`config.mk`:
```
export PLATFORM = sky130hd
export DESIGN_NAME = mem_delay_line_flat
export DESIGN_NICKNAME = d
export VERILOG_FILES = /design/src/rtl/mem_delay_line_pkg.sv /design/src/rtl/mem_delay_line_if.sv /design/src/rtl/mem_delay_line_chan.sv /design/src/rtl/mem_delay_line.sv /design/src/flat_wrapper.sv
export SDC_FILE = /design/constraint.sdc
export NUM_CORES = 1
export LEC_CHECK = 0
export ABC_AREA = 0
export BUFFER_PORTS_ARGS = -buffer_cell sky130_fd_sc_hd__buf_2
export CAP_MARGIN = 20
export CORE_ASPECT_RATIO = 1.4
export CORE_MARGIN = 3
export CORE_UTILIZATION = 40
export CTS_BUF_LIST = sky130_fd_sc_hd__clkbuf_4
export DETAILED_ROUTE_END_ITERATION = 8
export PLACE_DENSITY = 0.67
export SKIP_LAST_GASP = 1
export SLEW_MARGIN = 10
export SYNTH_ARGS = -nofsm -noshare
export SYNTH_HDL_FRONTEND = slang
export SYNTH_SLANG_ARGS = --single-unit
```
`constraint.sdc`:
```
create_clock -name clk -period 4.2 [get_ports clk]
set_clock_uncertainty 0.05 [all_clocks]
set_input_delay 0.63 -clock clk [delete_from_list [all_inputs] [get_ports clk]]
set_output_delay 0.63 -clock clk [all_outputs]
set_load 0.01 [all_outputs]
```
`src/rtl/mem_delay_line_pkg.sv`:
```
// Shared definitions for the memory-response delay line: channel indices
// and latency helpers used by both the channel and the top level.
package mem_delay_pkg;

  // Channel 0 carries instruction fetches, channel 1 carries data reads.
  localparam int CH_INST = 0;
  localparam int CH_DATA = 1;

  // Width of a latency field able to hold the values 0..max_lat.
  function automatic int lat_width(input int max_lat);
    return $clog2(max_lat + 1);
  endfunction

  // Map a requested latency onto the legal range 1..max_lat.
  function automatic int clamp_lat(input int req, input int max_lat);
    int res;
    if (req < 1) begin
      res = 1;
    end else if (req > max_lat) begin
      res = max_lat;
    end else begin
      res = req;
    end
    return res;
  endfunction

endpackage

```
`src/rtl/mem_delay_line_if.sv`:
```
// Bundle of per-channel request/response buses of the delay line.
// master = the side producing memory words, slave = the delay line itself.
interface mem_delay_line_if #(
  parameter int DATA_W = 32,
  parameter int NUM_CH = 2,
  parameter int LAT_W  = 3
) ();

  logic [NUM_CH*LAT_W-1:0]  lat_cfg;
  logic [NUM_CH-1:0]        stall;
  logic [NUM_CH-1:0]        flush;
  logic [NUM_CH-1:0]        in_valid;
  logic [NUM_CH*DATA_W-1:0] in_data;
  logic [NUM_CH-1:0]        out_valid;
  logic [NUM_CH*DATA_W-1:0] out_data;
  logic [NUM_CH-1:0]        busy;
  logic [NUM_CH*LAT_W-1:0]  active_lat;
  logic [NUM_CH-1:0]        err;

  modport master (
    output lat_cfg, stall, flush, in_valid, in_data,
    input  out_valid, out_data, busy, active_lat, err
  );

  modport slave (
    input  lat_cfg, stall, flush, in_valid, in_data,
    output out_valid, out_data, busy, active_lat, err
  );

endinterface

```
`src/rtl/mem_delay_line_chan.sv`:
```
// One delay-line channel: MAX_LAT stages of {valid, data}, a latency that
// is only switched while the channel is empty, and a sticky error flag.
// Only stages 0..active_lat-1 are ever loaded; the rest stay empty, so
// busy reflects exactly the words still owed to the consumer.
module mem_delay_chan
  import mem_delay_pkg::*;
#(
  parameter int DATA_W  = 32,
  parameter int MAX_LAT = 4,
  parameter int LAT_W   = lat_width(MAX_LAT)
) (
  input  logic              clk,
  input  logic              rst,
  input  logic [LAT_W-1:0]  lat_cfg_i,
  input  logic              stall_i,
  input  logic              flush_i,
  input  logic              in_valid_i,
  input  logic [DATA_W-1:0] in_data_i,
  output logic              out_valid_o,
  output logic [DATA_W-1:0] out_data_o,
  output logic              busy_o,
  output logic [LAT_W-1:0]  active_lat_o,
  output logic              err_o
);

  logic [MAX_LAT-1:0]             v_q, v_d;
  logic [MAX_LAT-1:0][DATA_W-1:0] d_q, d_d;
  logic [LAT_W-1:0]               lat_q, lat_d;
  logic                           err_q, err_d;
  logic [LAT_W-1:0]               lat_clamped;
  logic                           drained;
  logic                           sel_v;
  logic [DATA_W-1:0]              sel_d;

  assign lat_clamped = LAT_W'(clamp_lat(int'(lat_cfg_i), MAX_LAT));
  // A flush empties the channel at this edge, so it counts as drained too.
  assign drained     = flush_i | (~(|v_q) & ~in_valid_i);

  // Next-state of stages, latency and error flag.
  always_comb begin
    v_d   = v_q;
    d_d   = d_q;
    lat_d = lat_q;
    err_d = err_q;
    if (flush_i) begin
      v_d = '0;
    end else if (stall_i) begin
      // Stages hold; a word offered while frozen is lost and flagged.
      if (in_valid_i) begin
        err_d = 1'b1;
      end else begin
        err_d = err_q;
      end
    end else begin
      v_d[0] = in_valid_i;
      d_d[0] = in_data_i;
      for (int k = 1; k < MAX_LAT; k++) begin
        if (k < int'(lat_q)) begin
          v_d[k] = v_q[k-1];
          d_d[k] = d_q[k-1];
        end else begin
          v_d[k] = 1'b0;
        end
      end
    end
    if (drained) begin
      lat_d = lat_clamped;
    end else begin
      lat_d = lat_q;
    end
  end

  // Pick the stage at the active latency as the output tap.
  always_comb begin
    sel_v = 1'b0;
    sel_d = '0;
    for (int k = 0; k < MAX_LAT; k++) begin
      if (int'(lat_q) == k + 1) begin
        sel_v = v_q[k];
        sel_d = d_q[k];
      end else begin
        sel_v = sel_v;
      end
    end
  end

  // State registers with synchronous reset to an empty, latency-1 channel.
  always_ff @(posedge clk) begin
    if (rst) begin
      v_q   <= '0;
      d_q   <= '0;
      lat_q <= LAT_W'(1);
      err_q <= 1'b0;
    end else begin
      v_q   <= v_d;
      d_q   <= d_d;
      lat_q <= lat_d;
      err_q <= err_d;
    end
  end

  // A stalled cycle presents nothing; the held word re-appears once released.
  assign out_valid_o  = sel_v & ~(stall_i & ~flush_i);
  assign out_data_o   = out_valid_o ? sel_d : '0;
  assign busy_o       = |v_q;
  assign active_lat_o = lat_q;
  assign err_o        = err_q;

endmodule

```
`src/rtl/mem_delay_line.sv`:
```
// Multi-channel memory-response delay line: NUM_CH independent channels,
// each with its own runtime latency, stall, flush and error tracking.
module mem_delay_line
  import mem_delay_pkg::*;
#(
  parameter int DATA_W  = 32,
  parameter int NUM_CH  = 2,
  parameter int MAX_LAT = 4,
  parameter int LAT_W   = lat_width(MAX_LAT)
) (
  input  logic             clk,
  input  logic             rst,
  mem_delay_line_if.slave  bus
);

  logic [NUM_CH-1:0]        out_valid_s;
  logic [NUM_CH*DATA_W-1:0] out_data_s;
  logic [NUM_CH-1:0]        busy_s;
  logic [NUM_CH*LAT_W-1:0]  active_lat_s;
  logic [NUM_CH-1:0]        err_s;

  for (genvar ch = 0; ch < NUM_CH; ch++) begin : g_ch
    mem_delay_chan #(
      .DATA_W  (DATA_W),
      .MAX_LAT (MAX_LAT),
      .LAT_W   (LAT_W)
    ) u_chan (
      .clk          (clk),
      .rst          (rst),
      .lat_cfg_i    (bus.lat_cfg[ch*LAT_W +: LAT_W]),
      .stall_i      (bus.stall[ch]),
      .flush_i      (bus.flush[ch]),
      .in_valid_i   (bus.in_valid[ch]),
      .in_data_i    (bus.in_data[ch*DATA_W +: DATA_W]),
      .out_valid_o  (out_valid_s[ch]),
      .out_data_o   (out_data_s[ch*DATA_W +: DATA_W]),
      .busy_o       (busy_s[ch]),
      .active_lat_o (active_lat_s[ch*LAT_W +: LAT_W]),
      .err_o        (err_s[ch])
    );
  end

  assign bus.out_valid  = out_valid_s;
  assign bus.out_data   = out_data_s;
  assign bus.busy       = busy_s;
  assign bus.active_lat = active_lat_s;
  assign bus.err        = err_s;

endmodule
```
`src/flat_wrapper.sv`:
```
// flat-port wrapper written by rule: the top's interface ports become plain ports
module mem_delay_line_flat import mem_delay_pkg::*;
#(
  parameter int DATA_W  = 32,
  parameter int NUM_CH  = 2,
  parameter int MAX_LAT = 4,
  parameter int LAT_W   = lat_width(MAX_LAT)
)
  (clk, rst, bus_lat_cfg, bus_stall, bus_flush, bus_in_valid, bus_in_data, bus_out_valid, bus_out_data, bus_busy, bus_active_lat, bus_err);
  mem_delay_line_if #(.DATA_W(DATA_W), .NUM_CH(NUM_CH), .LAT_W(LAT_W)) bus_i ();
  input  logic clk;
  input  logic rst;
  input wire logic [$bits(bus_i.lat_cfg)-1:0] bus_lat_cfg;
  input wire logic [$bits(bus_i.stall)-1:0] bus_stall;
  input wire logic [$bits(bus_i.flush)-1:0] bus_flush;
  input wire logic [$bits(bus_i.in_valid)-1:0] bus_in_valid;
  input wire logic [$bits(bus_i.in_data)-1:0] bus_in_data;
  output wire logic [$bits(bus_i.out_valid)-1:0] bus_out_valid;
  output wire logic [$bits(bus_i.out_data)-1:0] bus_out_data;
  output wire logic [$bits(bus_i.busy)-1:0] bus_busy;
  output wire logic [$bits(bus_i.active_lat)-1:0] bus_active_lat;
  output wire logic [$bits(bus_i.err)-1:0] bus_err;
  assign bus_i.lat_cfg = bus_lat_cfg;
  assign bus_i.stall = bus_stall;
  assign bus_i.flush = bus_flush;
  assign bus_i.in_valid = bus_in_valid;
  assign bus_i.in_data = bus_in_data;
  assign bus_out_valid = bus_i.out_valid;
  assign bus_out_data = bus_i.out_data;
  assign bus_busy = bus_i.busy;
  assign bus_active_lat = bus_i.active_lat;
  assign bus_err = bus_i.err;
  mem_delay_line #(.DATA_W(DATA_W), .NUM_CH(NUM_CH), .MAX_LAT(MAX_LAT), .LAT_W(LAT_W)) u_core (.clk(clk), .rst(rst), .bus(bus_i));
endmodule
```
==> flow_summary_export.csv, run 1 <==
group,metric,value,unit
run_status,status,"finished clean",
setup_path,path_max_fanout,46,
setup_path,required,3.52,ns
floorplan,core_area,31900,sq um
power,p_leak,4.98,nW
setup_path,arrival,2.84,ns
synthesis,synth.distinct_cells,45,
sta,worst_slew_margin_rel,31.5,%
sta,hold_ws,0.144,ns
setup_path,path_buf_inv,2,
setup_path,path_depth,5,
grt,grt_pass1_wl,59700,microns
power,ir_drop,0.229,mV
power,total_power,5.51,mW
clock_network,clk_pin_slew_worst_paths,0.07,ns
clock_network,cts_root_buf,"clkbuf_4",
setup_path,r2r_end,"u_core.g_ch[0].u_chan.d_q[101]",
job,drv_cap,0,
grt,antenna_found_initial,3,
finish,regArea,5450,sq um
clock_network,cts_hold_buf,0,
setup_path,worst_path_max_delay_cell,"dfxtp_4",
synthesis,synth_fp_nets,1650,
hold_path,holdPathEnd,"u_core.g_ch[0].u_chan.d_q[19]",
floorplan,die-area,34900,sq um
sta,post-route-min-period,3.52,ns
drt,avgViaCountPerCell,5.66,
sta,max_freq,284,MHz
floorplan,rows,77,
synthesis,synthMuxAreaShare,8.75,%
drt,wl,37100,microns
hold_path,hold_start,"bus_in_data[19]",
drt,wl_per_cell,17.5,microns
sta,tightest_slew,1.03,ns
sta,min_period_over_period,83.9,%
setup_path,critPathKind,"flop to output port",
place,dp_hpwl,21300,microns
drt,drc,0,
finish,syn2layout_area_growth,12.3,%
drt,drt_iter0_drc,872,
place,portBuffers,153,
clock_network,cts_tree,"done",
sta,slew_violations,0,
clock_network,cts_resized,0,
synthesis,synthArstFlopShare,0,%
power,p_per_area,375,nW/um^2
floorplan,io_pins,154,
setup_path,r2r_start,"u_core.g_ch[0].u_chan.active_lat_o[2]",
floorplan,die_y,220,microns
setup_path,crit_chain,"buf_4 > mux2_2 > a211oi_1 > nor3_1 > buf_2",
drt,antenna_left,0,
floorplan,start_util,41.0,%
finish,drive_above_1_share,24.2,%
clock_network,clock-sinks,272,
synthesis,synth-seq-cells,272,
sta,setup_viol,0,
sta,grt_setup_unrepaired,"false",
clock_network,post_cts_buffers,0,
sta,hold_viol,0,
grt,grt_overflow,0,
drt,vias,12041,
place,gp_congestion,0.780,
synthesis,ys_warn_count,0,
synthesis,synth_ff_type,"dfxtp_1",
finish,design_area,14700,sq um
grt,grt_pass1_vias,11872,
setup_path,reg2reg_depth,5,
sta,fin_tns_setup,0,ns
synthesis,synth_compound_area_share,19.7,%
setup_path,crit_path_start_kind,"flop",
synthesis,synth_edf_count,0,
clock_network,htreeDepth,3,
floorplan,die_w,159,microns
finish,fill_cells,3125,
finish,fin_util,46.1,%
setup_path,cp_top_family,"flip-flops",
synthesis,synth.avg_cell_area,8.32,sq um
hold_path,hp-class,"input pin to flop",
hold_path,hold_depth,3,
synthesis,synth-xor-area-share,0,%
place,dpl_cell_area,13800,sq um
setup_path,rrSetupSlack,1.50,ns
clock_network,insertion_delay,0.67,ns
grt,gr-usage-all-layers,20.3,%
synthesis,seq_area_frac_synth,41.6,%
synthesis,synth_top_family_by_area,"simple AND/OR/NAND/NOR gates",
clock_network,numCtsBuffers,73,
clock_network,cts_max_path_buffers,3,
drt,firstDrtPassIters,5,
finish,nets,1725,
finish,multi_input_area,6780,sq um
setup_path,max_stage_delay,0.67,ns
grt,grt_max_degree,133,
synthesis,syn_area,13100,sq um
synthesis,synthAdderAreaFrac,0,%
setup_path,cp-end-kind,"output port",
synthesis,syn_inst,1572,
synthesis,synthSimpleGateAreaFrac,22.9,%
-- registers in the layout, indices dropped and copies added (netlist names) --
register / count
u_core.g_ch.u_chan.d_q: 256
u_core.g_ch.u_chan.err_o: 2
u_core.g_ch.u_chan.active_lat_o: 6
u_core.g_ch.u_chan.v_q: 8
-- final cells by class --
type | instances | area share [%]
diodes | 3 | 0.0511
clock buffers | 107 | 5.47
clock inverters | 10 | 0.443
inverters | 8 | 0.204
multi-input cells | 1113 | 46.1
flip-flops and latches | 272 | 37.1
well taps | 434 | 3.70
repair buffers | 179 | 6.86
-- routing by layer --
layer | vias up | GRT usage, % | part of all wire (%)
met1 | 5788 | 23.5 | 41
met2 | 400 | 36.7 | 51
met5 | - | 0 | 0.019
met3 | 79 | 4.25 | 6.1
li1 | 5772 | - | -
met4 | 2 | 7.97 | 2.2
-- stage by stage --
stage	setup slack [ns]	instances
5_1_grt	0.387	2125
4_1_cts	0.572	2123
3_3_place_gp	1.37	2006
2_1_floorplan	1.99	1572
3_5_place_dp	1.29	2006
6_report	0.675	2126
-- tightest hold or removal path: stages --
cell and delay, ns:
buf_2 0.09, nand2_1 0.04, a21oi_1 0.05
-- synthesized netlist by cell type, types with 3 or more instances --
library cell / count / area, sq um
buf_4: 13 / 97.6
nand3b_1: 10 / 75.1
buf_1: 3 / 11.3
a21oi_1: 264 / 1320
nand3_1: 135 / 676
a211oi_1: 34 / 255
clkbuf_1: 98 / 368
nand2_1: 273 / 1020
mux4_1: 4 / 105
mux4_2: 26 / 586
nor3_1: 29 / 145
and3b_1: 4 / 35.0
nor4bb_1: 57 / 571
dfxtp_1: 272 / 5450
inv_1: 8 / 30.0
nor2b_1: 4 / 25.0
a21o_1: 6 / 45.0
nor2_1: 10 / 37.5
buf_6: 11 / 124
buf_2: 51 / 255
mux2i_1: 6 / 60.1
nor3_2: 29 / 290
mux2_2: 35 / 394
o21ai_0: 159 / 796
-- how the worst max path moves through the flow --
stage	start	endpoint	slack (ns)
finish	u_core.g_ch[0].u_chan.active_lat_o[1]	bus_out_data[9]	0.68
global route	u_core.g_ch[1].u_chan.active_lat_o[1]	bus_out_data[63]	0.39
CTS	u_core.g_ch[1].u_chan.active_lat_o[1]	bus_out_data[63]	0.57
detailed placement	bus_stall[1]	bus_out_data[63]	1.29
global placement	bus_stall[1]	bus_out_data[32]	1.37
floorplan	bus_stall[0]	bus_out_data[2]	1.99
-- kinds of logic after synthesis --
logic type / count (synthesis)
mux: 71
simple gates: 564
compound gates: 478
flops: 272
buf+inv: 187
-- cell usage in the layout, fill, tap and decap left out, types with 23 or more instances in the layout --
| cell | n |
|---|---|
| nor3_2 | 29 |
| clkbuf_4 | 107 |
| nand3_1 | 135 |
| a21oi_1 | 262 |
| buf_4 | 23 |
| nand2_1 | 273 |
| buf_2 | 152 |
| a211oi_1 | 34 |
| nor3_1 | 29 |
| mux4_2 | 26 |
| o21ai_0 | 159 |
| mux2_2 | 35 |
| nor4bb_1 | 57 |
| dfxtp_1 | 267 |
-- power breakdown --
part           switching [mW]  total (mW)  internal [mW]
sequential             0.0444        2.66           2.62
clock                    1.05        2.26           1.21
combinational           0.407       0.585          0.177
total                    1.50        5.51           4.01
No activity file was read; power rests on OpenSTA's default activity.
==> run 2: changes to the inputs <==
==> constraint.sdc (replaced) <==
create_clock -name clk -period 3.3 [get_ports clk]
set_clock_uncertainty 0.05 [all_clocks]
set_input_delay 0.495 -clock clk [delete_from_list [all_inputs] [get_ports clk]]
set_output_delay 0.495 -clock clk [all_outputs]
set_load 0.01 [all_outputs]
==> flow_summary_export.csv, run 2 (synthesis results as in run 1) <==
group,metric,value,unit
finish,fill_cells,3096,
place,dp_hpwl,21800,microns
floorplan,core_area,31900,sq um
clock_network,numCtsBuffers,73,
grt,gr-usage-all-layers,21.0,%
finish,regMostFlops,"u_core.g_ch.u_chan.d_q",
sta,tightest_slew,0.880,ns
place,portBuffers,153,
drt,avgViaCountPerCell,5.57,
finish,largest_register_ffs,256,
clock_network,cts_max_path_buffers,3,
grt,use_met1,24.0,%
grt,grt_overflow,0,
finish,nets,1786,
drt,wl,38400,microns
floorplan,io_pins,154,
grt,antenna_found_initial,3,
setup_path,critPathKind,"flop to output port",
grt,grt_pass1_vias,12045,
job,drv_cap,0,
sta,fin_tns_setup,0,ns
floorplan,die-area,34900,sq um
power,p_switching,1.95,mW
setup_path,cp-end-kind,"output port",
drt,firstDrtPassIters,7,
power,p_per_area,461,nW/um^2
finish,syn2layout_area_growth,17.7,%
power,pwr-share-seq,47.8,%
grt,grt_use_met3,4.44,%
power,ir_drop,0.304,mV
setup_path,arrival,2.60,ns
power,clockPowerShare,40.7,%
finish,multi_input_area,6800,sq um
hold_path,hp-class,"input pin to flop",
power,power.internal,5.14,mW
sta,min_period_over_period,95.2,%
clock_network,cts_root_buf,"clkbuf_4",
clock_network,htreeDepth,3,
sta,hold_viol,0,
floorplan,die_w,159,microns
sta,slew_violations,0,
grt,met2_usage,38.2,%
grt,grt_pass1_wl,61400,microns
power,sw_frac_of_total,27.5,%
setup_path,crit_path_start_kind,"flop",
floorplan,die_y,220,microns
finish,mostFrequentLayoutCells,"nand2_1, dfxtp_1, a21oi_1, o21ai_0, buf_2",
place,dpl_cell_area,13900,sq um
floorplan,start_util,41.0,%
finish,regArea,5450,sq um
place,gp_congestion,0.786,
sta,worst_slew_margin_rel,41.3,%
run_status,status,"finished clean",
finish,layout_commonest_cell,"nand2_1",
clock_network,cts_tree,"done",
power,combinationalPowerShare,11.5,%
floorplan,rows,77,
drt,vias,12192,
drt,drc,0,
drt,drt_iter0_drc,896,
power,p_leak,5.27,nW
finish,design_area,15400,sq um
drt,antenna_left,0,
clock_network,clk_pin_slew_worst_paths,0.07,ns
sta,grt_setup_unrepaired,"false",
clock_network,insertion_delay,0.67,ns
sta,max_freq,318,MHz
sta,setup_viol,0,
clock_network,clock-sinks,272,
grt,grt_max_degree,131,
finish,drive_above_1_share,23.4,%
drt,wl_per_cell,17.6,microns
setup_path,required,2.75,ns
grt,grt-busiest-layer,"met2",
setup_path,path_max_fanout,33,
sta,post-route-min-period,3.14,ns
run 2: critical path: stages, from the launching register on:
cell,delay (ns)
dfxtp_2,0.34
buf_4,0.29
mux2i_1,0.42
o311a_4,0.60
nor3_2,0.12
buf_2,0.17
run 2: per-layer routing:
metal,share of wire (%),wire [microns]
met5,0.060,23
met1,40,15500
met4,2.4,928
met3,6.1,2360
met2,51,19600
run 2: worst paths after layout:
kind | slack [ns] | from | end | depth (start not counted)
setup / recovery | 0.16 | u_core.g_ch[1].u_chan.active_lat_o[1] | bus_out_data[58] | 5
hold / removal | 0.07 | bus_in_data[38] | u_core.g_ch[1].u_chan.d_q[6] | 3
hold reg to reg | 0.38 | u_core.g_ch[1].u_chan.d_q[72] | u_core.g_ch[1].u_chan.d_q[104] | 2
setup reg to reg | 1.04 | u_core.g_ch[0].u_chan.active_lat_o[2] | u_core.g_ch[0].u_chan.d_q[107] | 4
run 2: power by group through the flow:
| stage | Sequential, mW | Combinational [mW] | Clock, mW |
|---|---|---|---|
| floorplan | 3.43 | 0.535 | 0 |
| global placement | 3.46 | 0.743 | 0 |
| detailed placement | 3.46 | 0.748 | 0 |
| CTS | 3.38 | 0.806 | 2.99 |
| global route | 3.39 | 0.875 | 3.16 |
| finish | 3.39 | 0.817 | 2.89 |
run 2: repair_timing:
item | 4_1_cts | 5_1_grt
gates cloned | 0 | 0
buffers inserted | 0 | 1
hold buffers | 60 | 0
endpoints found under the hold margin | 60 | 0
gates resized for setup | 1 | 9
endpoints found under the setup margin | 5 | 14
run 2: metrics by stage:
step	total power [mW]	std cells	util (%)	hold WS [ns]	setup slack, ns
after detailed placement	4.21	2006	43.5	0.393	0.671
final	7.09	2187	48.3	0.0726	0.160
after floorplan	3.97	1572	-	0.382	1.23
after global placement	4.20	2006	43.5	0.388	0.694
after global routing	7.42	2187	48.3	0.0262	0.00559
after CTS	7.18	2185	48.1	0.00147	0.00132
run 2: layout make-up:
| class | count | share of cell area (%) |
|---|---|---|
| Antenna cell | 1 | 0.0163 |
| Clock buffer | 105 | 5.12 |
| Clock inverter | 14 | 0.536 |
| Inverter | 8 | 0.195 |
| Multi-Input combinational cell | 1113 | 44.2 |
| Sequential cell | 272 | 35.4 |
| Tap cell | 434 | 3.53 |
| Timing Repair Buffer | 240 | 11.0 |
==> run 3: changes to the inputs <==
--- a/config.mk
+++ b/config.mk
@@ -13,7 +13,7 @@
 export CORE_UTILIZATION = 40
 export CTS_BUF_LIST = sky130_fd_sc_hd__clkbuf_4
 export DETAILED_ROUTE_END_ITERATION = 8
-export PLACE_DENSITY = 0.67
+export PLACE_DENSITY = 0.55
 export SKIP_LAST_GASP = 1
 export SLEW_MARGIN = 10
 export SYNTH_ARGS = -nofsm -noshare
==> flow_summary_export.csv, run 3 (synthesis results as in run 1) <==
group,metric,value,unit
drt,avgViaCountPerCell,5.57,
power,p_switching,2.02,mW
drt,wl_per_cell,18.2,microns
setup_path,critPathKind,"flop to output port",
finish,design_area,15600,sq um
drt,antenna_left,0,
grt,grt_overflow,0,
sta,tightest_slew,0.955,ns
setup_path,arrival,2.58,ns
floorplan,rows,77,
grt,gr-usage-all-layers,22.4,%
setup_path,max_stage_delay,0.53,ns
finish,largest_register_ffs,256,
job,drv_cap,0,
drt,drc,0,
finish,nets,1802,
setup_path,crit_path_start_kind,"flop",
floorplan,die_y,220,microns
finish,syn2layout_area_growth,19.0,%
finish,fill_cells,3175,
sta,worst_slew_margin_rel,36.3,%
clock_network,insertion_delay,0.67,ns
power,ir_drop,0.231,mV
sta,setup_viol,0,
setup_path,cp_top_family,"flip-flops",
floorplan,io_pins,154,
grt,grt_use_met3,4.19,%
grt,use_met1,26.2,%
power,sw_frac_of_total,27.5,%
floorplan,die_w,159,microns
place,gp_congestion,0.768,
setup_path,worst_path_max_delay_cell,"dfxtp_4",
grt,grt-busiest-layer,"met2",
place,dp_hpwl,22400,microns
drt,firstDrtPassIters,5,
power,p_leak,5.36,nW
setup_path,path_buf_inv,2,
power,clockPowerShare,42.2,%
clock_network,htreeDepth,3,
clock_network,numCtsBuffers,72,
grt,grt_max_degree,129,
place,dpl_cell_area,13900,sq um
power,pwr-share-seq,46.1,%
finish,regMostFlops,"u_core.g_ch.u_chan.d_q",
setup_path,cp-end-kind,"output port",
drt,wl,40200,microns
sta,min_period_over_period,94.6,%
clock_network,cts_max_path_buffers,3,
floorplan,core_area,31900,sq um
floorplan,die-area,34900,sq um
clock_network,clock-sinks,272,
finish,drive_above_1_share,23.7,%
clock_network,cts_root_buf,"clkbuf_4",
grt,met2_usage,40.9,%
floorplan,start_util,41.0,%
finish,mostFrequentLayoutCells,"nand2_1, dfxtp_1, a21oi_1, o21ai_0, buf_2",
grt,antenna_found_initial,2,
grt,grt_pass1_vias,12301,
setup_path,crit_chain,"buf_12 > mux2_2 > a211oi_1 > nor3_1 > buf_2",
setup_path,required,2.75,ns
hold_path,hp-class,"input pin to flop",
finish,layout_commonest_cell,"nand2_1",
sta,hold_viol,0,
clock_network,cts_tree,"done",
sta,fin_tns_setup,0,ns
power,combinationalPowerShare,11.7,%
power,power.internal,5.31,mW
place,portBuffers,153,
setup_path,path_max_fanout,67,
run_status,status,"finished clean",
drt,vias,12293,
sta,slew_violations,0,
sta,post-route-min-period,3.12,ns
power,p_per_area,471,nW/um^2
sta,max_freq,320,MHz
drt,drt_iter0_drc,855,
clock_network,clk_pin_slew_worst_paths,0.06,ns
grt,grt_pass1_wl,64500,microns
[run 3: cell types whose count changed in the layout (fill, tap and decap cells not counted), sizes merged]
cell         delta
diode           +1
clkinv          -4
inv             +3
dlygate4sd3     +9
bufinv          +2
buf             +9
clkbuf          -1
[run 3: routing by layer]
metal / part of all wire, % / vias up
li1: - / 5932
met1: 42 / 5916
met2: 51 / 370
met3: 4.8 / 73
met4: 2.2 / 2
met5: 0.032 / -
[run 3: power by group through the flow]
stage,Sequential [mW],Clock (mW),Combinational (mW)
floorplan,3.43,0,0.535
global placement,3.45,0,0.791
detailed placement,3.45,0,0.792
CTS,3.38,3.18,0.857
global route,3.38,3.35,0.928
finish,3.38,3.09,0.860
[run 3: path summary, 6_finish.rpt]
path                                              start                             end  slack [ns]  depth (start not counted)
setup / recovery  u_core.g_ch[0].u_chan.active_lat_o[1]                 bus_out_data[5]        0.18                          5
hold / removal                          bus_in_valid[1]    u_core.g_ch[1].u_chan.v_q[0]        0.11                          3
setup reg to reg  u_core.g_ch[1].u_chan.active_lat_o[0]   u_core.g_ch[1].u_chan.d_q[71]        0.96                          6
hold reg to reg           u_core.g_ch[1].u_chan.d_q[81]  u_core.g_ch[1].u_chan.d_q[113]        0.40                          2
[run 3: worst min-delay path, cell delays in order]
cell and delay (ns):
buf_2 0.14, mux2i_1 0.08, nor2_1 0.08
[run 3: through the flow]
stage	setup slack [ns]	power, mW	hold WS [ns]	std cells	util [%]
after detailed placement	0.766	4.24	0.393	2014	43.7
after CTS	0.00417	7.42	0.0294	2203	48.7
after floorplan	1.23	3.97	0.382	1572	-
after global routing	-0.00978	7.66	0.0854	2206	48.8
final	0.180	7.33	0.108	2206	48.8
after global placement	0.820	4.24	0.387	2014	43.7
[run 3: layout make-up]
class	instances	area (sq um)	area share, %
antenna	2	5.00	0.0322
tap	434	543	3.49
sequential	272	5450	35.0
clock inverter	15	136	0.876
clock buffer	105	788	5.06
inverter	8	30.0	0.193
multi-input combinational	1113	6790	43.6
timing repair buffer	257	1820	11.7
[run 3: what timing repair did]
item | 4_1_cts | 5_1_grt
hold endpoints to repair | 71 | 0
buffers inserted | 0 | 1
gates resized for setup | 0 | 1
hold buffers | 69 | 0
setup endpoints to repair | 0 | 36
